**src/rtl/regfile_wr_arbiter.sv**
```systemverilog
// Single register-file write port shared by the main pipeline writeback (priority)
// and a FIFO-buffered long-latency requester, with pending-write hazard flags.
module regfile_wr_arbiter #(
    parameter int DEPTH      = 2,
    parameter int STARVE_MAX = 4
) (
    input  logic        clk,
    input  logic        rst,
    input  logic        wb_we,
    input  logic [4:0]  wb_waddr,
    input  logic [31:0] wb_wdata,
    input  logic        b_valid,
    output logic        b_ready,
    input  logic [4:0]  b_waddr,
    input  logic [31:0] b_wdata,
    output logic        rf_we,
    output logic [4:0]  rf_waddr,
    output logic [31:0] rf_wdata,
    output logic        stall_req,
    input  logic [4:0]  raddr1,
    input  logic [4:0]  raddr2,
    output logic        pend_hit1,
    output logic        pend_hit2
);

    localparam int AW = (DEPTH > 1) ? $clog2(DEPTH) : 1;
    localparam int CW = $clog2(STARVE_MAX + 1);

    typedef enum logic [1:0] {S_IDLE, S_PEND, S_FORCE} state_t;

    logic [4:0]       r_addr [DEPTH];
    logic [31:0]      r_data [DEPTH];
    logic [DEPTH-1:0] r_live;
    logic [AW-1:0]    r_rd;
    logic [AW-1:0]    r_wr;
    logic [AW:0]      r_occ;
    logic [CW-1:0]    r_starve;
    state_t           r_state;

    logic             w_a_act;
    logic             w_empty;
    logic             w_full;
    logic             w_push;
    logic             w_pop;
    logic             w_blocked;
    logic [AW:0]      w_occ_nxt;
    logic [CW-1:0]    w_starve_inc;
    logic [CW-1:0]    w_starve_nxt;
    state_t           w_state_nxt;
    logic             w_hit1;
    logic             w_hit2;

    assign w_a_act      = wb_we && (wb_waddr != 5'd0);
    assign w_empty      = (r_occ == '0);
    assign w_full       = (r_occ == (AW+1)'(DEPTH));
    assign w_push       = b_valid && !w_full;
    assign w_pop        = !w_a_act && !w_empty;
    assign w_blocked    = w_a_act && !w_empty;
    assign w_occ_nxt    = r_occ + (AW+1)'(w_push) - (AW+1)'(w_pop);
    assign w_starve_inc = r_starve + 1'b1;

    assign b_ready   = !rst && !w_full;
    assign stall_req = (r_state == S_FORCE);

    always_comb begin
        rf_we    = 1'b0;
        rf_waddr = 5'd0;
        rf_wdata = 32'd0;
        if (!rst) begin
            if (w_a_act) begin
                rf_we    = 1'b1;
                rf_waddr = wb_waddr;
                rf_wdata = wb_wdata;
            end else if (!w_empty) begin
                rf_we    = r_live[r_rd];
                rf_waddr = r_addr[r_rd];
                rf_wdata = r_data[r_rd];
            end
        end
    end

    // Conservative: an entry draining this cycle still reports a hit.
    always_comb begin
        w_hit1 = 1'b0;
        w_hit2 = 1'b0;
        for (int i = 0; i < DEPTH; i++) begin
            if (r_live[i] && (r_addr[i] == raddr1)) w_hit1 = 1'b1;
            if (r_live[i] && (r_addr[i] == raddr2)) w_hit2 = 1'b1;
        end
    end

    assign pend_hit1 = w_hit1 && (raddr1 != 5'd0);
    assign pend_hit2 = w_hit2 && (raddr2 != 5'd0);

    // Payload storage carries no reset; validity lives in r_live and r_occ.
    always_ff @(posedge clk) begin
        if (w_push) begin
            r_addr[r_wr] <= b_waddr;
            r_data[r_wr] <= b_wdata;
        end
    end

    always_ff @(posedge clk or posedge rst) begin
        if (rst) begin
            r_rd   <= '0;
            r_wr   <= '0;
            r_occ  <= '0;
            r_live <= '0;
        end else begin
            // WAW kill first so a same-cycle push (newer than A) keeps its live bit.
            for (int i = 0; i < DEPTH; i++) begin
                if (w_a_act && (r_addr[i] == wb_waddr)) r_live[i] <= 1'b0;
            end
            if (w_pop) begin
                r_live[r_rd] <= 1'b0;
                r_rd         <= r_rd + 1'b1;
            end
            if (w_push) begin
                r_live[r_wr] <= (b_waddr != 5'd0);
                r_wr         <= r_wr + 1'b1;
            end
            r_occ <= w_occ_nxt;
        end
    end

    always_ff @(posedge clk or posedge rst) begin
        if (rst) begin
            r_state  <= S_IDLE;
            r_starve <= '0;
        end else begin
            r_state  <= w_state_nxt;
            r_starve <= w_starve_nxt;
        end
    end

    always_comb begin
        w_state_nxt  = r_state;
        w_starve_nxt = r_starve;
        case (r_state)
            S_IDLE: begin
                w_starve_nxt = '0;
                if (w_push) w_state_nxt = S_PEND;
            end
            S_PEND: begin
                if (w_pop) begin
                    w_starve_nxt = '0;
                    if (w_occ_nxt == '0) w_state_nxt = S_IDLE;
                end else if (w_blocked) begin
                    w_starve_nxt = w_starve_inc;
                    if (w_starve_inc >= CW'(STARVE_MAX)) w_state_nxt = S_FORCE;
                end
            end
            S_FORCE: begin
                // If the pipeline ignores the stall, A wins and the forced drain waits.
                if (w_pop) begin
                    w_starve_nxt = '0;
                    w_state_nxt  = (w_occ_nxt == '0) ? S_IDLE : S_PEND;
                end
            end
            default: begin
                w_state_nxt  = S_IDLE;
                w_starve_nxt = '0;
            end
        endcase
    end

endmodule
```
**config.mk**
```make
export PLATFORM = sky130hd
export DESIGN_NAME = regfile_wr_arbiter
export DESIGN_NICKNAME = d
export VERILOG_FILES = /design/src/rtl/regfile_wr_arbiter.sv
export SDC_FILE = /design/constraint.sdc
export NUM_CORES = 1
export LEC_CHECK = 0
export CORE_UTILIZATION = 49
export CTS_BUF_LIST = sky130_fd_sc_hd__clkbuf_4
export DETAILED_ROUTE_END_ITERATION = 6
export PLACE_DENSITY = 0.95
export SLEW_MARGIN = 20
export SYNTH_ARGS = -nofsm -noshare
export SYNTH_HDL_FRONTEND = slang
export SYNTH_SLANG_ARGS = --single-unit
```
**constraint.sdc**
```tcl
create_clock -name clk -period 3.28 [get_ports clk]
set_clock_uncertainty 0.05 [all_clocks]
set_input_delay 0.82 -clock clk [delete_from_list [all_inputs] [get_ports clk]]
set_output_delay 0.82 -clock clk [all_outputs]
set_load 0.01 [all_outputs]
```
* Word level (Yosys, flattened, before mapping)
Memory sizes are Yosys's and may differ from the RTL's.
Index checks and enable logic that the tools add are counted.
** Word-level totals
- Memories kept :: 2
- Output and inout port bits :: 42
- Bits of input ports :: 88
- Bits in registers :: 11
- Memory bits (writable) :: 74
- Word-level logic and storage cells :: 100
** Memory list
- r_data :: words 2, bits a word 32, rd ports 1, clocked after memory_dff 0, write ports 1, RTL line 32 : logic [31:0] r_data [DEPTH];
- r_addr :: words 2, bits a word 5, rd ports 3, clocked after memory_dff 0, write ports 1, RTL line 31 : logic [4:0] r_addr [DEPTH];
** Cells by class
- Reduce and logical (&&, ||, !) cells :: 28
- Order comparisons :: 5
- Equality and inequality tests :: 14
- Mux-type cells :: 38
- Add/sub/neg operators :: 5
- Bitwise operators :: 2
** Operators by type and width (number)
- $mux 32 :: 3
- $eq 5x5->1 :: 6
- $reduce_bool 5->1 :: 4
- $mux 1 :: 16
- $mux 2 :: 8
- $logic_and 1x1->1 :: 15
- $mux 5 :: 3
- $mux 3 :: 3
- $ne 3x3->1 const B :: 3
- $logic_not 2->1 :: 3
- $pmux 2 s3 :: 1
- $pmux 3 s2 :: 1
- $reduce_and 5->1 :: 1
- $eq 2x2->1 const B :: 2
- $logic_not 1->1 :: 4
- $lt 1x2->1 const B :: 2
- $add 3x1->3 const B :: 1
- $ge 3x3->1 const B :: 1
- $add 1x1->1 const B :: 2
- $add 2x1->2 :: 1
- $and 2x2->2 :: 1
- $bwmux 2 :: 1
- $demux 1 s1 :: 2
- $eq 2x1->1 const B :: 1
- 6 further kinds :: 7

* Depth between registers and ports, before layout
- Word-level depth :: 9
- Depth in mapped cells :: 10
- Mapped depth without buffers :: 10

* Worst setup path before layout
Ideal clock, no wire load.
- Path type :: input-to-reg
- Start point :: input b_valid
- End point :: memory r_addr[0][0] (enable)
- Required time :: 2.796 ns
- Setup time :: 0.434 ns
- Path buffers :: 0
- Path slack :: 0.233 ns
- Stages on the path :: 2
- Arrival time :: 2.563 ns
- Path through :: nand2_1 nor2_1
** On the way
- Longest elaborated chain between the ends :: 3
** Ends and longest elaborated chain
- start, declared :: RTL line 12 : input logic b_valid,
- $logic_and 1x1->1 :: RTL line 56 : assign w_push = b_valid && !w_full;
- $mux 1 :: RTL line 97 : if (w_push) begin
- $mux 1 (not written as such) :: RTL line 98 : r_addr[r_wr] <= b_waddr;
- end, declared :: RTL line 31
Every way passes these cells.

* Worst setup path in the final report
- Start point :: input wb_waddr[3]
- End point :: output rf_wdata[17]
** On the way
- Longest elaborated chain between the ends :: 4
** Ends and longest elaborated chain
- start, declared :: RTL line 10 : input logic [4:0] wb_waddr,
- $reduce_bool 5->1 :: RTL line 53 : assign w_a_act = wb_we && (wb_waddr != 5'd0);
- $logic_and 1x1->1 :: RTL line 53
- $mux 32 :: RTL line 70 : if (w_a_act) begin
- $mux 32 :: RTL line 69 : if (!rst) begin
- end, declared :: RTL line 18 : output logic [31:0] rf_wdata,
Every way passes these cells.

==> out/results.ini <==
[sta]
hold_viol=0
worst_slew_pin_slew_ns=0.511
finalCriticalPeriod_ns=3.20
rsz0062_at_grt=yes
slew_violations=0
hold_slack_ns=0.487
fin_crit_sh_pct=97.6
relSlewSlack_pct=65.9
setup_violations=0
max_freq_mhz=312

[synthesis]
ys_ff_latch=85
syn_nets=453
synth_cell_type_count=42
synth_edf_count=74
yosysSeqAreaShare_pct=57.8
netlist_area_um2=4320
syn_area_per_cell_um2=11.9
async_flop_share_pct=12.9
ys.flop_type=edfxtp_1
ys_warn_count=0
synthCells=363

[setup_path]
path_class=primary input to output pin
cp.required_ns=2.41
cp.arrival_ns=2.33
cp-start-kind=primary input
crit_path_end_kind=output pin
worst-path-max-fanout=12

[global_routing]
grt_antenna_before_repair=0
grt_pass1_wl_mm=19.2
grt_max_degree=40
grt_overflow_total=0
grt.total_usage_pct=28.4
grt_pass1_vias=3833

[layout]
nFillCells=513
seqCellArea_um2=2500
drive_gt1_share_pct=24.7
layout.nets=613
diodes=0
final_area_um2=6260
multi_input_area_um2=1860
finish.utilization_pct=74.6
syn_to_final_growth_pct=44.8

[clock_tree]
insertion_delay_ns=0.43
cts_made_buffers=9
cts_max_path_buffers=2
path_clk_slew_ns=0.12
htree_num_levels=3
cts_sinks=85
cts_tree=done
root_buffer=clkbuf_4
hold_buffers=0

[placement]
dpl.hpwl_mm=7.84
io_buffers=129
dpl_cell_area_um2=5910
gp_congestion=0.805

[floorplan]
boundaryPins=130
core_area_um2=8380
die_h_um=95.9
die_w_um=95.9
rows=33
dieArea_um2=9190
initial_core_util_pct=51.5

[power_and_ir_drop]
p_int_w=0.00251
power.density_nw_per_um2=646
power_switching_w=0.00153
leakage_nw=2.47
power_frac_comb_pct=43.4
p_seq_share_pct=41.5
swShare_pct=37.9
peakVddDrop_uv=341
power.share.clock_pct=15.1

[run_status]
status=finished clean

[detailed_routing]
drc_errors=0
firstDrtPassIters=4
antenna_left=0
routed_via_density=5.75
routed_wl_mm=12.4
route.vias.total=3634
wire_per_inst_um=19.6
drt-initial-drc-count=266

[run]
cap_violations=0

[worst_hold_path]
min_path_type=register to register

power groups by stage:
stage	sequential [W]	clock, W	combinational (W)
3_5_place_dp	0.00169	0	0.00163
3_3_place_gp	0.00166	0	0.00158
6_report	0.00168	0.000612	0.00175
4_1_cts	0.00166	0.000608	0.00168
2_1_floorplan	0.00161	0	0.00101
5_1_grt	0.00170	0.000659	0.00189
area by class of cell:
type / instances / area share, %
Clock buffer: 9 / 1.08
Clock inverter: 6 / 1.14
Inverter: 5 / 0.300
Multi-Input combinational cell: 252 / 29.8
Sequential cell: 85 / 39.9
Tap cell: 105 / 2.10
Timing Repair Buffer: 170 / 25.7
worst paths after layout:
check / slack [ns] / start / cells past startpoint / end
min: 0.49 / r_starve[2] / 1 / r_starve[2]
min in group asynchronous: 0.90 / rst / 4 / r_occ[0]
max: 0.08 / wb_waddr[3] / 10 / rf_wdata[17]
min reg2reg: 0.49 / r_starve[2] / 1 / r_starve[2]
max in group asynchronous: 2.11 / rst / 4 / r_starve[0]
max reg2reg: 0.71 / r_occ[1] / 11 / r_state[0]
synthesized netlist by cell type, drive strengths merged, types with 6 or more instances:
| cell type | count | area [µm²] |
|---|---|---|
| a21oi | 39 | 195 |
| buf | 16 | 111 |
| dfrtp | 11 | 275 |
| edfxtp | 74 | 2220 |
| mux2i | 36 | 360 |
| nand2 | 6 | 22.5 |
| nand3 | 7 | 35.0 |
| nor2 | 47 | 184 |
| nor3 | 39 | 205 |
| xnor2 | 11 | 96.3 |
| xor2 | 25 | 219 |
routing by layer:
layer	part of all wire, %	global-route usage (%)	vias up
li1	-	-	1664
met1	38	32.7	1755
met2	53	51.3	179
met3	6.3	6.24	36
met4	2.4	11.3	0
met5	0	0	-
state kept, by name, summed over array words and instances (netlist names):
signal	cells
r_live	2
r_starve	3
r_addr	10
r_wr	1
r_state	2
r_occ	2
r_rd	1
r_data	64
repair_timing:
item	4_1_cts	5_1_grt
setup endpoints to repair	40	31
setup buffers	9	0
resized for setup	144	31
pin swaps	6	9
cloned	3	0
critical path, stage by stage:
cell and delay (ns):
dlygate4sd2_1 0.25, nor2_2 0.17, a21boi_4 0.12, buf_6 0.14, buf_6 0.11, buf_12 0.14
buf_8 0.14, a21oi_1 0.15, nor2_1 0.06, clkdlybuf4s15_2 0.23
through the flow:
stage / power (W) / setup slack [ns] / setup TNS (ns) / std cells
CTS: 0.00395 / -0.0577 / -0.0776 / 632
floorplan: 0.00262 / 0.233 / 0 / 363
global placement: 0.00324 / -0.390 / -12.56 / 605
detailed placement: 0.00331 / -0.486 / -15.14 / 605
finish: 0.00404 / 0.0789 / 0 / 632
global route: 0.00424 / -0.000148 / -0.000148 / 632
kinds of logic (layout without fill, tap and decap cells):
group / Yosys count / in the layout / share of synthesized area, %
and+or+nand+nor: 119 / 119 / 13.6
DFF: 85 / 85 / 57.8
AOI/OAI and AO/OA: 54 / 54 / 7.56
muxes: 41 / 41 / 9.73
xor gates and xnor gates: 36 / 36 / 7.30
buffers and inverters: 26 / 190 / 3.45
adders and majority gates: 2 / 2 / 0.579
placed cells by master, fill, tap and decap left out, types with 3 or more instances in the layout:
| cell type | count |
|---|---|
| clkbuf_4 | 9 |
| clkbuf_2 | 9 |
| mux2i_1 | 36 |
| buf_6 | 4 |
| xnor2_1 | 11 |
| nor3_4 | 9 |
| mux2_2 | 4 |
| nand2_1 | 6 |
| clkdlybuf4s50_1 | 83 |
| a21oi_2 | 4 |
| nor2_4 | 3 |
| buf_4 | 27 |
| edfxtp_1 | 74 |
| clkdlybuf4s15_2 | 4 |
| inv_1 | 5 |
| xor2_1 | 25 |
| buf_12 | 6 |
| nand3_1 | 7 |
| buf_2 | 20 |
| a21oi_1 | 35 |
| nor4_1 | 4 |
| nor3_2 | 13 |
| or4_1 | 3 |
| dlygate4sd2_1 | 12 |
| nand2b_1 | 3 |
| nor3_1 | 17 |
| dfrtp_1 | 10 |
| nor2_1 | 43 |
Power figures use the tool's default switching activity.
==> RTL edit 1: new RTL, same settings <==
Reset style: synchronous (`rst`), changed in 2 clocked blocks.
--- a/src/rtl/regfile_wr_arbiter.sv
+++ b/src/rtl/regfile_wr_arbiter.sv
@@ -100,7 +100,7 @@
         end
     end
 
-    always_ff @(posedge clk or posedge rst) begin
+    always_ff @(posedge clk) begin
         if (rst) begin
             r_rd   <= '0;
             r_wr   <= '0;
@@ -123,7 +123,7 @@
         end
     end
 
-    always_ff @(posedge clk or posedge rst) begin
+    always_ff @(posedge clk) begin
         if (rst) begin
             r_state  <= S_IDLE;
             r_starve <= '0;
Formal check against the unedited RTL: differs if rst is asserted again (counterexample within 4 cycles, from zero or initial values and one cycle with rst high); with rst held inactive, the same outputs for 4 cycles.
==> RTL edit 1 against the original RTL <==
- wire length decreased by 1.7%
- design area up 1.3%
- sequential power shrank 17%
- synthesized cell count grew 5.0%
- non-clock buffer count is 5 lower
- combinational power decreased by 42%
- clock power down 4.4%
- register-to-register slack better by 0.67 ns
- total power fell by 26%
- sequential cell count increased by 1
- count of clock-buffer cells in the layout is the same
- synthesized area decreased by 1.4%
- worst setup slack got worse by 0.068 ns
- core utilization increased by 1.7 points
- critical path type unchanged
- critical endpoint is now rf_wdata[30]
- highest routed layer unchanged
==> RTL edit 1: results (changes against the original RTL) <==
Parameter                              Value

Run status
  Run status    finished, final reports clean

Timing
  Final hold slack    0.447 ns (-0.0402 ns)
  Relative slew slack    66.5% (+0.61 points)

Min path
  Hold Crit Endpoint    r_starve[0]

Synthesis
  Portion of netlist area occupied by mux cells    9.29% (-0.45 points)
  Number of nets in the synthesized netlist    471 (+4.0%)
  Count of unique library cells instantiated by Yosys    39 (-7.1%)
  Most numerous cell types in the synthesized netlist    edfxtp_1 (74), nor2_1 (55), a21oi_1 (45)
  Async S/R FF share, synth    0% (-13 points)
  Compound-Gate Fraction of Synth Area    8.64% (+1.1 points)
  Post-Synth Adder-Cell Area    0.588% (+0.0083 points)

Finish
  Proportion of layout cells with a drive suffix above 1    27.6% (+3.0 points)

Detailed routing
  Routed via count    3,704 (+1.9%)
  Total length of routed wires    12.2 mm (-1.7%)
  Met2 wire length    6.45 mm (-1.7%)
  Violation count after the first detailed-routing iteration    184 (-31%)
  Met1 wire length    4.48 mm (-5.6%)

Worst setup path
  Critical register-to-register path startpoint    r_occ[0]
  Depth of the most critical reg-to-reg path    5 (-6)
  Worst Path Max Fanout    5 (-7)
  Terminus of the critical flop-to-flop path    r_starve[2]
  Worst Path Arrival    2.40 ns (+0.07 ns)

Power and ir drop
  Power dissipated in the clock network    0.585 mW (-4.4%)
  Leakage power total    2.31 nW (-6.4%)
  Internal power    2.00 mW (-20%)

Placed design
  Final weighted congestion in routability-driven placement    0.868 (+7.8%)
  HPWL after detailed placement    7.84 mm (about the same)

Clock tree
  Count of buffers added by post-CTS timing repair for setup    3 (-6)
==> RTL edit 1: cell count changes in the layout (fill, tap and decap cells not counted), moves of 4 or more <==
cell             before  now
nor3_4                9   17
clkbuf_2              9    4
a21oi_2               4   11
dfxtp_1               0   11
clkdlybuf4s15_2       4    0
nor2_1               43   52
buf_2                20   35
nor3_1               17    8
dlygate4sd2_1        12    4
buf_4                27   20
dfrtp_1              10    0
==> RTL edit 1: critical path, cell delays in order <==
cell and delay [ns]:
clkbuf_2 0.10, or3_4 0.43, o21a_4 0.29, buf_16 0.16, nor3_4 0.22, a21oi_2 0.09, nor2_1 0.14, buf_2 0.16
==> RTL edit 1: area by class of cell <==
class	instances	share of cell area (%)
Inverter	3	0.178
Sequential cell	86	38.9
Clock inverter	6	0.987
Multi-Input combinational cell	270	32.4
Clock buffer	9	1.07
Tap cell	105	2.07
Timing Repair Buffer	165	24.4
==> RTL edit 1: cell families (layout without fill, tap and decap cells) <==
kind of cell,after synthesis,count (layout)
AO/OA/AOI/OAI,64,65
XOR/XNOR,34,34
adder cells (fa/ha/maj),2,2
buffers and inverters,26,183
flip-flops,86,86
multiplexers,39,39
AND/OR/NAND/NOR,130,130
==> RTL edit 1: worst max-delay path by stage <==
stage | start | end | slack (ns) | depth (start not counted)
2_1_floorplan | b_valid | r_live[0] | 0.24 | 4
3_3_place_gp | wb_waddr[1] | rf_wdata[0] | -0.67 | 8
3_5_place_dp | wb_waddr[1] | rf_wdata[0] | -0.74 | 8
4_1_cts | wb_waddr[1] | rf_wdata[27] | 0.03 | 9
5_1_grt | wb_waddr[1] | rf_wdata[19] | -0.02 | 9
6_report | wb_waddr[1] | rf_wdata[30] | 0.01 | 8
==> RTL edit 2: new RTL, config.mk and constraints unchanged <==
Without the edit above. The parameter `DEPTH` goes from 2 to 4.
--- a/src/rtl/regfile_wr_arbiter.sv
+++ b/src/rtl/regfile_wr_arbiter.sv
@@ -1,7 +1,7 @@
 // Single register-file write port shared by the main pipeline writeback (priority)
 // and a FIFO-buffered long-latency requester, with pending-write hazard flags.
 module regfile_wr_arbiter #(
-    parameter int DEPTH      = 2,
+    parameter int DEPTH      = 4,
     parameter int STARVE_MAX = 4
 ) (
     input  logic        clk,
Check against the original RTL: not equivalent (a bounded check fails within 4 cycles, from zero or initial values and one cycle with rst high).
==> RTL edit 2 against the original RTL <==
- design area is 57% higher
- total power grew 66%
- worst setup slack worse by 0.047 ns
- maximum frequency shrank 1.4%
- sequential power rose by 80%
- wire length grew 58%
- sequential cell count is 79 higher
- non-clock buffer count grew 15
- synthesized area up 78%
==> RTL edit 2: results (changes against the original RTL) <==
Parameter                              Value

Power and ir drop
  Power attributed to combinational cells    2.63 mW (+50%)
  Gate power share    39.3% (-4.1 points)
  Worst supply voltage drop on vdd    390 µV (+14%)
  Clock share of power    15.6% (+0.5 points)
  Net Switching    2.28 mW (+49%)
  Leakage power total    3.64 nW (+47%)

Finish
  Inserted Diodes    0 (unchanged)
  Biggest registers after layout    r_data x128, r_addr x20, r_live x4
  Multi-input combinational cell area    2690 µm² (+45%)
  Net total in the final layout    791 (+29%)
  Fill cell total of the finished layout    1,077 (+110%)
  Proportion of layout cells with a drive suffix above 1    27.9% (+3.3 points)

Detailed routing
  Violation count after the first detailed-routing iteration    463 (+74%)
  Routed via count divided by cell count    5.83 (+1.3%)
  Met1 wire length    7.56 mm (+59%)
  Total length of routed wires    19.5 mm (+58%)
  Met2 wire length    10.3 mm (+57%)
  Routed via count    5,338 (+47%)
  Detail Route met3 WL    1.21 mm (+55%)
  Router iterations before antenna repair    5 (+1)
  Top layer used by detailed routing    met4

Worst setup path
  Critical Path Source    wb_waddr[0]
  Critical register-to-register path startpoint    r_occ[1]
  Worst Path Arrival    2.38 ns (+0.05 ns)
  Worst Path Max Fanout    4 (-8)

Clock tree
  Maximum buffer depth of the clock tree    2 (unchanged)
  Clock-pin slew reported for the worst setup and hold paths after clock tree synthesis    0.13 ns
  Clock root cell    clkbuf_4
  Later-pin clock latency in the skew report    0.53 ns (+0.10 ns)
  Clock buffers created by TritonCTS    17 (+8)
  Htree depth    4 (+1)

Placed design
  Buffers on Ports    129 (unchanged)
  Placed inst area    9350 µm² (+58%)
  HPWL after detailed placement    12.7 mm (+62%)
  Cell count after placement    857 (+42%)
  Final weighted congestion in routability-driven placement    0.947 (+18%)
  Worst setup timing slack at the placement stage    -0.826 ns (-0.340 ns)

GRT
  Number of global-route vias before repair    5,557 (+45%)
  All-Layer GR Usage    25.5% (-3.0 points)
  Initial antenna violation count    0 (unchanged)
  Global-route wire length before repair    30.1 mm (+57%)
  Pin count of the biggest net entering global routing    41 (+2.5%)

Min path
  Worst min-delay path class    register to register
  Origin of the worst min-delay path    r_state[0]

Run status
  Run status    finished, final reports clean

Synthesis
  Most numerous cell types in the synthesized netlist    edfxtp_1 (148), nand2_1 (52), xor2_1 (44)
  Leading post-synthesis cells by cell area    edfxtp_1 (58%), mux4_2 (11%), dfrtp_1 (5.2%)
  EDFF count, synth    148 (+100%)
  Async S/R FF share, synth    9.76% (-3.2 points)
  Number of nets in the synthesized netlist    627 (+38%)
  Count of unique library cells instantiated by Yosys    38 (-9.5%)
  Part of the Yosys area used for sequential elements    63.1% (+5.3 points)
  Syn. warnings    0 (unchanged)
  Post-synthesis instance total    528 (+45%)

Timing
  Relative slew slack    41.2% (-25 points)
[RTL edit 2: final cells by class]
class | count | share of cell area, %
Clock buffer | 18 | 1.38
Inverter | 11 | 0.421
Tap cell | 211 | 2.69
Sequential cell | 164 | 49.5
Multi-Input combinational cell | 313 | 27.5
Timing Repair Buffer | 185 | 17.4
Clock inverter | 14 | 1.14
[RTL edit 2: final timing paths]
| path | end | slack [ns] | cells after the start |
|---|---|---|---|
| setup / recovery | rf_waddr[4] | 0.03 | 7 |
| hold / removal | r_state[0] | 0.49 | 1 |
| setup reg to reg | r_state[0] | 0.45 | 10 |
| hold reg to reg | r_state[0] | 0.49 | 1 |
| max in group asynchronous | r_rd[1] | 2.00 | 2 |
| min in group asynchronous | r_live[3] | 0.73 | 2 |
[RTL edit 2: repair_timing]
action | CTS | global route
resized for setup | 202 | 11
cloned | 5 | 1
setup endpoints to repair | 41 | 30
pin swaps | 21 | 8
setup buffers | 19 | 3
[RTL edit 2: per-layer routing]
layer  up-vias  global-route usage [%]
met2       274                    43.4
met3        38                    5.49
met5         -                       0
met4         0                    11.2
li1       2328                       -
met1      2698                    31.5
[RTL edit 2: worst max-delay path, stage by stage]
cell and delay (ns):
buf_2 0.12, or3_4 0.42, o31a_4 0.39, nor2_4 0.14, a22oi_1 0.07, nor2_1 0.12
dlygate4sd2_1 0.30
[RTL edit 2: kinds of logic (layout without fill, tap and decap cells)]
logic type / after synthesis / after routing / synth area share, %
buffers and inverters: 51 / 228 / 2.95
DFF: 164 / 164 / 63.1
adders and majority gates: 11 / 11 / 1.89
muxes: 39 / 39 / 11.3
AOI/OAI and AO/OA: 61 / 61 / 4.87
and+or+nand+nor: 137 / 137 / 8.49
xor gates and xnor gates: 65 / 65 / 7.42
